[src/rtl/pipeline_upsizer_if.sv]
// Stream bundle for pipeline_upsizer: narrow input word stream plus wide packed output beat.
// slave  : seen by the upsizer (consumes data_in, produces data_out).
// master : seen by the producer/consumer side (bench or surrounding logic).
// Optional PIPELINE_UPSIZER_FLUSH_EN adds flush_i and data_out_count_o.
interface pipeline_upsizer_if #(
   parameter int DATAWIDTH = 32,
   parameter int RATIO     = 4
);
   logic [DATAWIDTH-1:0]       data_in_i;
   logic                       data_in_valid_i;
   logic                       data_in_ready_o;
   logic [RATIO*DATAWIDTH-1:0] data_out_o;
   logic                       data_out_valid_o;
   logic                       data_out_ready_i;
`ifdef PIPELINE_UPSIZER_FLUSH_EN
   logic                       flush_i;
   logic [$clog2(RATIO+1)-1:0] data_out_count_o;
`endif

   modport slave (
      input  data_in_i,
      input  data_in_valid_i,
      output data_in_ready_o,
      output data_out_o,
      output data_out_valid_o,
`ifdef PIPELINE_UPSIZER_FLUSH_EN
      input  flush_i,
      output data_out_count_o,
`endif
      input  data_out_ready_i
   );

   modport master (
      output data_in_i,
      output data_in_valid_i,
      input  data_in_ready_o,
      input  data_out_o,
      input  data_out_valid_o,
`ifdef PIPELINE_UPSIZER_FLUSH_EN
      output flush_i,
      input  data_out_count_o,
`endif
      output data_out_ready_i
   );
endinterface

[src/rtl/pipeline_upsizer.sv]
// Packs RATIO consecutive DATAWIDTH-bit words into one RATIO*DATAWIDTH beat, word n in lane n.
// Ports: clk_i, arst_i (async, active-high), clear_i (sync flush), bus (pipeline_upsizer_if.slave).
// Latency: beat valid the cycle after the last word; full throughput, ready = not full or consumer ready.
// Option PIPELINE_UPSIZER_FLUSH_EN: flush_i promotes a partial beat (unfilled lanes zeroed) and
// data_out_count_o reports how many real words the presented beat holds.
module pipeline_upsizer #(
   parameter int DATAWIDTH = 32,
   parameter int RATIO     = 4
) (
   input  logic              clk_i,
   input  logic              arst_i,
   input  logic              clear_i,
   pipeline_upsizer_if.slave bus
);
   localparam int            CW   = $clog2(RATIO+1);
   localparam logic [CW-1:0] FULL = CW'(RATIO);

   logic [DATAWIDTH-1:0] lanes [RATIO];
   logic [CW-1:0]        cnt;
   logic                 full;
   logic                 out_vld;
   logic                 in_rdy;
   logic                 in_fire;
   logic                 out_fire;
   logic                 wr_en;
   logic [CW-1:0]        wr_idx;

   assign full = (cnt == FULL);

`ifdef PIPELINE_UPSIZER_FLUSH_EN
   // Set once a partial beat has been promoted; cleared when that beat is taken.
   logic flushed;

   assign out_vld = full | flushed;
   // A promoted partial beat blocks new words until the consumer takes it.
   assign in_rdy  = flushed ? bus.data_out_ready_i : (~full | bus.data_out_ready_i);
`else
   assign out_vld = full;
   assign in_rdy  = ~full | bus.data_out_ready_i;
`endif

   assign in_fire  = bus.data_in_valid_i & in_rdy;
   assign out_fire = out_vld & bus.data_out_ready_i;

   // When the held beat leaves on the same edge a word arrives, that word restarts at lane 0.
   assign wr_idx = out_fire ? '0 : cnt;
   assign wr_en  = in_fire & ~clear_i;

   always_ff @(posedge clk_i or posedge arst_i) begin
      if (arst_i) begin
         for (int k = 0; k < RATIO; k++) lanes[k] <= '0;
      end else if (wr_en) begin
         for (int k = 0; k < RATIO; k++) begin
            if (wr_idx == CW'(k)) lanes[k] <= bus.data_in_i;
         end
      end
   end

   always_ff @(posedge clk_i or posedge arst_i) begin
      if (arst_i) begin
         cnt <= '0;
      end else if (clear_i) begin
         cnt <= '0;
      end else if (in_fire) begin
         cnt <= wr_idx + 1'b1;
      end else if (out_fire) begin
         cnt <= '0;
      end
   end

`ifdef PIPELINE_UPSIZER_FLUSH_EN
   always_ff @(posedge clk_i or posedge arst_i) begin
      if (arst_i) begin
         flushed <= 1'b0;
      end else if (clear_i || out_fire) begin
         flushed <= 1'b0;
      end else if (bus.flush_i && (cnt != '0) && !full && !flushed) begin
         // Any word accepted this edge is already packed by the cnt/lane update above.
         flushed <= 1'b1;
      end
   end

   // Lanes at or beyond the real word count read as zero; a normal beat has cnt==RATIO.
   always_comb begin
      bus.data_out_o = '0;
      for (int k = 0; k < RATIO; k++) begin
         if (CW'(k) < cnt) bus.data_out_o[k*DATAWIDTH +: DATAWIDTH] = lanes[k];
      end
   end

   assign bus.data_out_count_o = out_vld ? cnt : '0;
`else
   always_comb begin
      bus.data_out_o = '0;
      for (int k = 0; k < RATIO; k++) begin
         bus.data_out_o[k*DATAWIDTH +: DATAWIDTH] = lanes[k];
      end
   end
`endif

   assign bus.data_out_valid_o = out_vld;
   assign bus.data_in_ready_o  = in_rdy;
endmodule

[src/flat_wrapper.sv]
// flat-port wrapper written by rule: the top's interface ports become plain ports
module pipeline_upsizer_flat 
#(
   parameter int DATAWIDTH = 32,
   parameter int RATIO     = 4
)
  (clk_i, arst_i, clear_i, bus_data_in_i, bus_data_in_valid_i, bus_data_in_ready_o, bus_data_out_o, bus_data_out_valid_o, bus_data_out_ready_i);
  pipeline_upsizer_if #(.DATAWIDTH(DATAWIDTH), .RATIO(RATIO)) bus_i ();
  input  logic clk_i;
  input  logic arst_i;
  input  logic clear_i;
  input wire logic [$bits(bus_i.data_in_i)-1:0] bus_data_in_i;
  input wire logic [$bits(bus_i.data_in_valid_i)-1:0] bus_data_in_valid_i;
  output wire logic [$bits(bus_i.data_in_ready_o)-1:0] bus_data_in_ready_o;
  output wire logic [$bits(bus_i.data_out_o)-1:0] bus_data_out_o;
  output wire logic [$bits(bus_i.data_out_valid_o)-1:0] bus_data_out_valid_o;
  input wire logic [$bits(bus_i.data_out_ready_i)-1:0] bus_data_out_ready_i;
  assign bus_i.data_in_i = bus_data_in_i;
  assign bus_i.data_in_valid_i = bus_data_in_valid_i;
  assign bus_data_in_ready_o = bus_i.data_in_ready_o;
  assign bus_data_out_o = bus_i.data_out_o;
  assign bus_data_out_valid_o = bus_i.data_out_valid_o;
  assign bus_i.data_out_ready_i = bus_data_out_ready_i;
  pipeline_upsizer #(.DATAWIDTH(DATAWIDTH), .RATIO(RATIO)) u_core (.clk_i(clk_i), .arst_i(arst_i), .clear_i(clear_i), .bus(bus_i));
endmodule
[config.mk]
export PLATFORM = sky130hd
export DESIGN_NAME = pipeline_upsizer_flat
export DESIGN_NICKNAME = d
export VERILOG_FILES = /design/src/rtl/pipeline_upsizer_if.sv /design/src/rtl/pipeline_upsizer.sv /design/src/flat_wrapper.sv
export SDC_FILE = /design/constraint.sdc
export NUM_CORES = 1
export LEC_CHECK = 0
export ABC_CLOCK_PERIOD_IN_PS = 4870
export CAP_MARGIN = 30
export CORE_ASPECT_RATIO = 0.7
export CORE_UTILIZATION = 35
export CTS_BUF_LIST = sky130_fd_sc_hd__clkbuf_16
export DETAILED_ROUTE_END_ITERATION = 10
export PLACE_DENSITY = 0.76
export SLEW_MARGIN = 10
export SYNTH_ARGS = -nofsm -noshare
export SYNTH_HDL_FRONTEND = slang
export SYNTH_SLANG_ARGS = --single-unit
[constraint.sdc]
create_clock -name clk_i -period 4.87 [get_ports clk_i]
set_input_delay 0.487 -clock clk_i [delete_from_list [all_inputs] [get_ports clk_i]]
set_output_delay 0.487 -clock clk_i [all_outputs]
set_load 0.02 [all_outputs]
==> results_dict.tcl, run 1 <==
set metrics [dict create \
    status "finished, final reports clean" \
    syn_inst 304 \
    worst-setup-path-type "input port to flop" \
    ir_worst_vdd_mv 0.325 \
    required_ns 5.15 \
    ys_warn_count 0 \
    dr.pass1.iters 4 \
    antenna_cells 0 \
    critPathCaptureType "flop" \
    maxCapViolCount 0 \
    finClkSkew_ns 0.00968 \
    post_cts_buffers 0 \
    post-synth-top-count-cell "dfrtp_1" \
    clkLatencyLatePin_ns 0.40 \
    yosys.area.top_type "dfrtp_1" \
    io_pins 167 \
    h-tree-depth 4 \
    grt_overflow 0 \
    grt_pass1_wl_um 18900 \
    postCtsResizedCells 0 \
    fin_area_mm2 0.00748 \
    nFillCells 1116 \
    cts.sinks 131 \
    arrival_ns 3.06 \
    vias 3208 \
    rows 36 \
    track_usage 0.168 \
    power_density_mw_per_mm2 554 \
    min_period_ns 2.77 \
    ys_seq_elements 131 \
    die_w_um 146 \
    async_flop_share 1.00 \
    dp.cells 648 \
    crit_start "bus_data_out_ready_i" \
    die_h_um 103 \
    period_share 0.569 \
    synth_area_leaders "dfrtp_1 65%, mux2_2 28%, ha_1 1.2%" \
    final-hold-violation-count 0 \
    maxSlewViolCount 0 \
    grt_max_degree 76 \
    synth-seq-area-share 0.649 \
    area_growth_pct 48.0 \
    core_mm2 0.0140 \
    rsz0062_at_grt "no" \
    grt_pass1_vias 3428 \
    avgViaCountPerCell 4.72 \
    synth_top_area_frac 0.649 \
    worstMarginPinSlew_ns 0.890 \
    antenna_found_initial 0 \
    initial_core_util 0.361 \
    drt_iter0_markers 158 \
    syn_nets 346 \
    numPortBuffers 166 \
    wl_um 11900 \
    path_clk_slew_ns 0.06 \
    synth-main-ff-cell "dfrtp_1" \
    hpwl_um 8070 \
    setup_viol 0 \
    fin_setup_tns_ns 0 \
    max_freq_mhz 361 \
    drc 0 \
    drive_gt1_frac 0.341 \
    numCtsBuffers 17 \
    syn_area_mm2 0.00505 \
    synth_edf_count 0 \
    reg2reg_from "u_core.cnt[0]" \
    syn_avg_cell_area_um2 16.6 \
    avgRoutedWirePerCell_um 17.5 \
    dpl_cell_area_mm2 0.00689 \
    die-area_mm2 0.0149 \
    start_kind "input port" \
    relSlewSlack 0.407 \
    synthTopCellsByCount "131 x dfrtp_1, 127 x mux2_2, 6 x buf_4" \
    gp_congestion 0.749 \
    cts-root-buf "clkbuf_16" \
    nNetsFinal 520 \
    antenna_left 0 \
    power_leakage_uw 0.00319 \
    cts_tree "built" \
    ys_types 24 \
    cts.path.max_buffers 2 \
    finalNonFillerCells 680 \
    path_max_fanout 32 \
    min_path_type "input port to asynchronous set/reset pin" \
    holdBufCountCts 0 \
]
[critical path, cell delays in order]
cell	delay [ns]
clkdlybuf4s50_1	0.49
or3b_2	0.56
nand2_1	0.11
ha_1	0.14
and4b_2	0.83
mux2_2	0.43
[placed cells by master, fill, tap and decap left out, types with 2 or more instances in the layout]
| master | instances |
|---|---|
| nand2_1 | 2 |
| a21oi_4 | 2 |
| inv_1 | 2 |
| clkbuf_16 | 17 |
| clkinv_1 | 5 |
| buf_4 | 4 |
| dfrtp_1 | 131 |
| bufinv_16 | 3 |
| nand2b_1 | 2 |
| a21oi_1 | 2 |
| clkdlybuf4s50_1 | 166 |
| nand3b_1 | 3 |
| ha_1 | 5 |
| nand3_1 | 2 |
| clkinv_2 | 4 |
| mux2_2 | 127 |
[layer usage]
layer  part of all wire  GRT usage  vias up  routed length [um]
met5                  0          0        -                   0
met4              0.011     0.0559        0                 136
met3              0.099     0.0854       15                1170
met2               0.46      0.268      136                5490
met1               0.43      0.199     1633                5070
li1                   -          -     1424                   -
[worst paths after layout]
check	endpoint	slack (ns)	cells after the start
hold reg to reg	u_core.bus.data_out_o[110]	0.50	1
min in group clk_i	u_core.bus.data_out_o[110]	0.50	1
hold / removal	u_core.bus.data_out_o[81]	0.45	2
max in group asynchronous	u_core.bus.data_out_o[95]	3.64	3
setup reg to reg	u_core.bus.data_out_o[109]	2.18	5
setup / recovery	u_core.bus.data_out_o[109]	2.10	6
[kinds of logic (layout without fill, tap and decap cells)]
group / count (synthesis) / in the layout / share of synthesized area
simple gates: 14 / 14 / 0.0191
flops: 131 / 131 / 0.649
mux: 128 / 128 / 0.286
compound gates: 7 / 7 / 0.00817
fa+ha+maj: 5 / 5 / 0.0124
buf+inv: 19 / 205 / 0.0260
[final cells by class]
| type | instances | area (um^2) | share of cell area |
|---|---|---|---|
| Inverter | 3 | 13.8 | 0.00184 |
| Timing Repair Buffer | 171 | 1710 | 0.229 |
| Clock inverter | 14 | 145 | 0.0194 |
| Tap cell | 190 | 238 | 0.0318 |
| Clock buffer | 17 | 425 | 0.0569 |
| Multi-Input combinational cell | 154 | 1670 | 0.223 |
| Sequential cell | 131 | 3280 | 0.438 |
[where the power goes]
part	internal, uW	total [uW]	switching (uW)	leakage [uW]
Sequential	1380	1540	162	0.00161
Combinational	732	1370	637	0.00129
Clock	789	1230	444	0.000280
[through the flow]
step                      total power (uW)  hold WS (ns)  setup slack [ns]   util
after floorplan                       2200         0.550             0.885      -
after global placement                2900         0.487              1.79  0.492
after detailed placement              2930         0.494              1.66  0.492
after CTS                             4190         0.506              2.09  0.533
after global routing                  4340         0.460              2.01  0.534
final                                 4150         0.445              2.10  0.534
[flip-flops by register name, summed over array words and instances (netlist names)]
register / cells
u_core.bus.data_out_o: 128
u_core.cnt: 3
No activity file was read; power rests on OpenSTA's default activity.
==> inputs of run 2 (changes only) <==
Settings changed: ABC_CLOCK_PERIOD_IN_PS 4870 to 2600.
Clock period 4.87 ns to 2.6 ns, I/O delays scaled along.
==> results_dict.tcl, run 2 (synthesis gave the netlist of run 1 again) <==
set metrics [dict create \
    status "finished, final reports clean" \
    io_pins 167 \
    arrival_ns 2.02 \
    nFillCells 1115 \
    track_usage 0.163 \
    cts_tree "built" \
    reg2reg_from "u_core.cnt[0]" \
    finalNonFillerCells 684 \
    r2r_slack_ns 0.46 \
    cts.path.max_buffers 2 \
    drc 0 \
    numCtsBuffers 17 \
    final_util 0.546 \
    die_w_um 146 \
    crit_start "u_core.cnt[2]" \
    nNetsFinal 524 \
    fin_setup_tns_ns 0 \
    post_cts_buffers 0 \
    setup_ws_ns 0.320 \
    start_kind "flop" \
    path_clk_slew_ns 0.06 \
    drt_iter0_markers 68 \
    reg2reg_depth 4 \
    worst-setup-path-type "flop to output pin" \
    relSlewSlack 0.455 \
    die-area_mm2 0.0149 \
    numPortBuffers 166 \
    final_cell_mix "166 x clkdlybuf4s50_1, 131 x dfrtp_1, 127 x mux2_2" \
    final-hold-violation-count 0 \
    dp.cells 653 \
    h-tree-depth 4 \
    vias 3208 \
    dr.pass1.iters 2 \
    grt_pass1_vias 3412 \
    largest_reg_flops 128 \
    die_h_um 103 \
    postCtsResizedCells 0 \
    final_common_cell "clkdlybuf4s50_1" \
    maxSlewViolCount 0 \
    grt_overflow 0 \
    avgRoutedWirePerCell_um 16.7 \
    gp_congestion 0.811 \
    area_growth_pct 51.2 \
    setup_viol 0 \
    critPathCaptureType "output pin" \
    cts-root-buf "clkbuf_16" \
    pre_cts_slack_ns 0.186 \
    crit_slowest_cell "clkdlybuf4s50_1" \
    maxCapViolCount 0 \
    antenna_found_initial 0 \
    ir_worst_vdd_mv 0.520 \
    required_ns 2.34 \
    max_stage_delay_ns 0.56 \
    wl_um 11400 \
    min_path_type "input port to asynchronous set/reset pin" \
    worstMarginPinSlew_ns 0.817 \
    core_mm2 0.0140 \
    rows 36 \
    finClkSkew_ns 0.00676 \
    period_share 0.877 \
    grt_pass1_wl_um 18700 \
    power_leakage_uw 0.00324 \
    antenna_left 0 \
    drive_gt1_frac 0.352 \
    min_period_ns 2.28 \
    clkLatencyLatePin_ns 0.41 \
    power_density_mw_per_mm2 1030 \
    hpwl_um 8040 \
    avgViaCountPerCell 4.69 \
    reg2reg_to "u_core.bus.data_out_o[15]" \
    cts.sinks 131 \
    path_cells "or4b_4 -> clkdlybuf4s50_1" \
    rsz0062_at_grt "no" \
    path_max_fanout 7 \
    max_freq_mhz 439 \
    initial_core_util 0.361 \
    grt_max_degree 69 \
    antenna_cells 0 \
    holdBufCountCts 0 \
]
==> run 2: cell types whose count changed in the layout (fill, tap and decap cells not counted) <==
cell,delta
clkinvlp_4,+2
inv_6,+1
inv_4,-1
buf_12,+7
clkinv_2,-2
buf_4,-3
clkinv_4,+2
clkinv_1,-3
bufinv_16,+1
==> run 2: per-layer routing <==
metal | global-route usage | routed length (um) | up-vias
li1 | - | - | 1437
met1 | 0.202 | 5090 | 1637
met2 | 0.257 | 5150 | 119
met3 | 0.0774 | 1050 | 15
met4 | 0.0462 | 109 | 0
met5 | 0 | 0 | -
==> run 2: stage by stage <==
stage | hold WS [ns] | total power [uW] | area, um^2
after floorplan | 0.323 | 4120 | 5060
after global placement | 0.489 | 5430 | 7030
after detailed placement | 0.494 | 5500 | 7030
after CTS | 0.368 | 8010 | 7640
after global routing | 0.377 | 8280 | 7640
final | 0.343 | 7900 | 7640
==> run 2: final cells by class <==
type,instances,area [um^2],share of cell area
inverters,3,15.0,0.00196
multi-input cells,154,1670,0.218
clock buffers,17,425,0.0557
well taps,190,238,0.0311
repair buffers,175,1830,0.239
flip-flops and latches,131,3280,0.429
clock inverters,14,188,0.0246
==> run 2: worst max-delay path, delay by kind of cell (launching register included) <==
kind	cells	cell delay, ns
flops	1	0.53
buf+inv	1	0.56
simple gates	1	0.54
==> run 2: where the power goes <==
| group | total (uW) | internal [uW] | switching (uW) |
|---|---|---|---|
| combinational | 2550 | 1380 | 1170 |
| sequential | 2890 | 2590 | 306 |
| clock | 2450 | 1590 | 856 |
==> run 2: worst max path at each step <==
| stage | to | slack (ns) | cells past startpoint |
|---|---|---|---|
| 2_1_floorplan | u_core.bus.data_out_o[116] | 0.53 | 7 |
| 3_3_place_gp | u_core.bus.data_out_o[12] | 0.23 | 5 |
| 3_5_place_dp | u_core.bus.data_out_o[7] | 0.19 | 5 |
| 4_1_cts | bus_data_in_ready_o | 0.30 | 2 |
| 5_1_grt | bus_data_in_ready_o | 0.25 | 2 |
| 6_report | bus_data_in_ready_o | 0.32 | 2 |
==> inputs of run 3 (changes only) <==
Settings changed: ABC_CLOCK_PERIOD_IN_PS 2600 to 1850, CAP_MARGIN 30 to 20, PLACE_DENSITY 0.76 to 0.78, SKIP_CTS_REPAIR_TIMING set to 1.
Clock period 2.6 ns to 1.85 ns, I/O delays scaled along.
==> results_dict.tcl, run 3 (synthesis gave the netlist of run 1 again) <==
set metrics [dict create \
    required_ns 2.14 \
    avgViaCountPerCell 4.72 \
    maxCapViolCount 0 \
    final_cell_mix "164 x clkdlybuf4s50_1, 131 x dfrtp_1, 89 x mux2_2" \
    drt_iter0_markers 70 \
    clkLatencyLatePin_ns 0.41 \
    relSlewSlack 0.597 \
    core_mm2 0.0140 \
    max_stage_delay_ns 0.52 \
    antenna_found_initial 0 \
    worst-setup-path-type "flop to flop" \
    path_clk_slew_ns 0.06 \
    cts.path.max_buffers 2 \
    h-tree-depth 4 \
    max_freq_mhz 503 \
    arrival_ns 2.27 \
    antenna_left 0 \
    power_density_mw_per_mm2 1390 \
    crit_slowest_cell "or4b_4" \
    grt_max_degree 83 \
    critPathMostFrequentCell "buf_6" \
    die_h_um 103 \
    r2r_slack_ns -0.14 \
    drive_gt1_frac 0.381 \
    die_w_um 146 \
    drc 0 \
    area_growth_pct 58.2 \
    rsz0062_at_grt "yes" \
    hpwl_um 8500 \
    cts_tree "built" \
    grt_overflow 0 \
    initial_core_util 0.361 \
    path_max_fanout 5 \
    final-hold-violation-count 0 \
    setup_ws_ns -0.138 \
    wl_um 13100 \
    min_path_type "input port to asynchronous set/reset pin" \
    status "finished, violations left" \
    antenna_cells 0 \
    vias 3316 \
    nNetsFinal 541 \
    gp_congestion 0.749 \
    largest_reg_flops 128 \
    nFillCells 1087 \
    numCtsBuffers 17 \
    final_common_cell "clkdlybuf4s50_1" \
    track_usage 0.174 \
    maxSlewViolCount 0 \
    final_util 0.571 \
    power_leakage_uw 0.00347 \
    cts.sinks 131 \
    dr.pass1.iters 4 \
    cp_top_family "simple AND/OR/NAND/NOR gates" \
    numPortBuffers 166 \
    path_cells "buf_6 -> or4b_4 -> and4b_2 -> buf_6 -> clkbuf_16 -> mux2_4" \
    finClkSkew_ns 0.00760 \
    critPathCaptureType "flop" \
    period_share 1.07 \
    worstMarginPinSlew_ns 0.605 \
    pre_cts_slack_ns -0.363 \
    avgRoutedWirePerCell_um 18.6 \
    ir_worst_vdd_mv 0.917 \
    grt_pass1_vias 3559 \
    min_period_ns 1.99 \
    die-area_mm2 0.0149 \
    rows 36 \
    violations "setup timing" \
    cts-root-buf "clkbuf_16" \
    grt_pass1_wl_um 19600 \
    io_pins 167 \
    start_kind "flop" \
    setup_viol 65 \
    path_buf_inv 3 \
]
## run 3: layout make-up
| cell class | instances | area (um^2) | area share |
|---|---|---|---|
| flip-flops and latches | 131 | 3280 | 0.410 |
| well taps | 190 | 238 | 0.0297 |
| inverters | 3 | 17.5 | 0.00219 |
| multi-input cells | 154 | 1830 | 0.228 |
| clock inverters | 15 | 146 | 0.0183 |
| clock buffers | 17 | 425 | 0.0532 |
| repair buffers | 192 | 2060 | 0.258 |
## run 3: through the flow
step	total power (uW)	cell area (um^2)	cells	setup TNS, ns	hold slack [ns]
after floorplan	5810	5100	304	-1.79	0.248
after global placement	7680	7080	660	-31.42	0.487
after detailed placement	7800	7080	660	-33.24	0.493
after CTS	11100	7650	692	-3.84	0.289
after global routing	11600	8000	702	-8.53	0.275
final	11100	8000	702	-4.68	0.262
## run 3: where the power goes
group	switching (uW)	total [uW]	internal [uW]
Clock	1240	3210	1970
Sequential	451	4090	3640
Combinational	1720	3820	2100
## run 3: metal layers
metal / wire length, um / track usage / part of all wire
met2: 6130 / 0.280 / 0.47
met5: 0 / 0 / 0
met1: 5760 / 0.212 / 0.44
met4: 112 / 0.0453 / 0.0086
met3: 1050 / 0.0832 / 0.081
## run 3: path summary, 6_finish.rpt
path,start,cells past startpoint,end
setup / recovery,u_core.cnt[1],6,u_core.bus.data_out_o[120]
hold / removal,arst_i,3,u_core.bus.data_out_o[50]
setup reg to reg,u_core.cnt[1],6,u_core.bus.data_out_o[120]
hold reg to reg,u_core.bus.data_out_o[117],1,u_core.bus.data_out_o[117]
max in group asynchronous,arst_i,3,u_core.bus.data_out_o[24]
min in group clk_i,clear_i,2,u_core.cnt[1]
## run 3: worst register-to-register path, stage by stage, from the launching register on
cell	delay (ns)
dfrtp_1	0.38
buf_6	0.12
or4b_4	0.52
and4b_2	0.27
buf_6	0.13
clkbuf_16	0.15
mux2_4	0.29
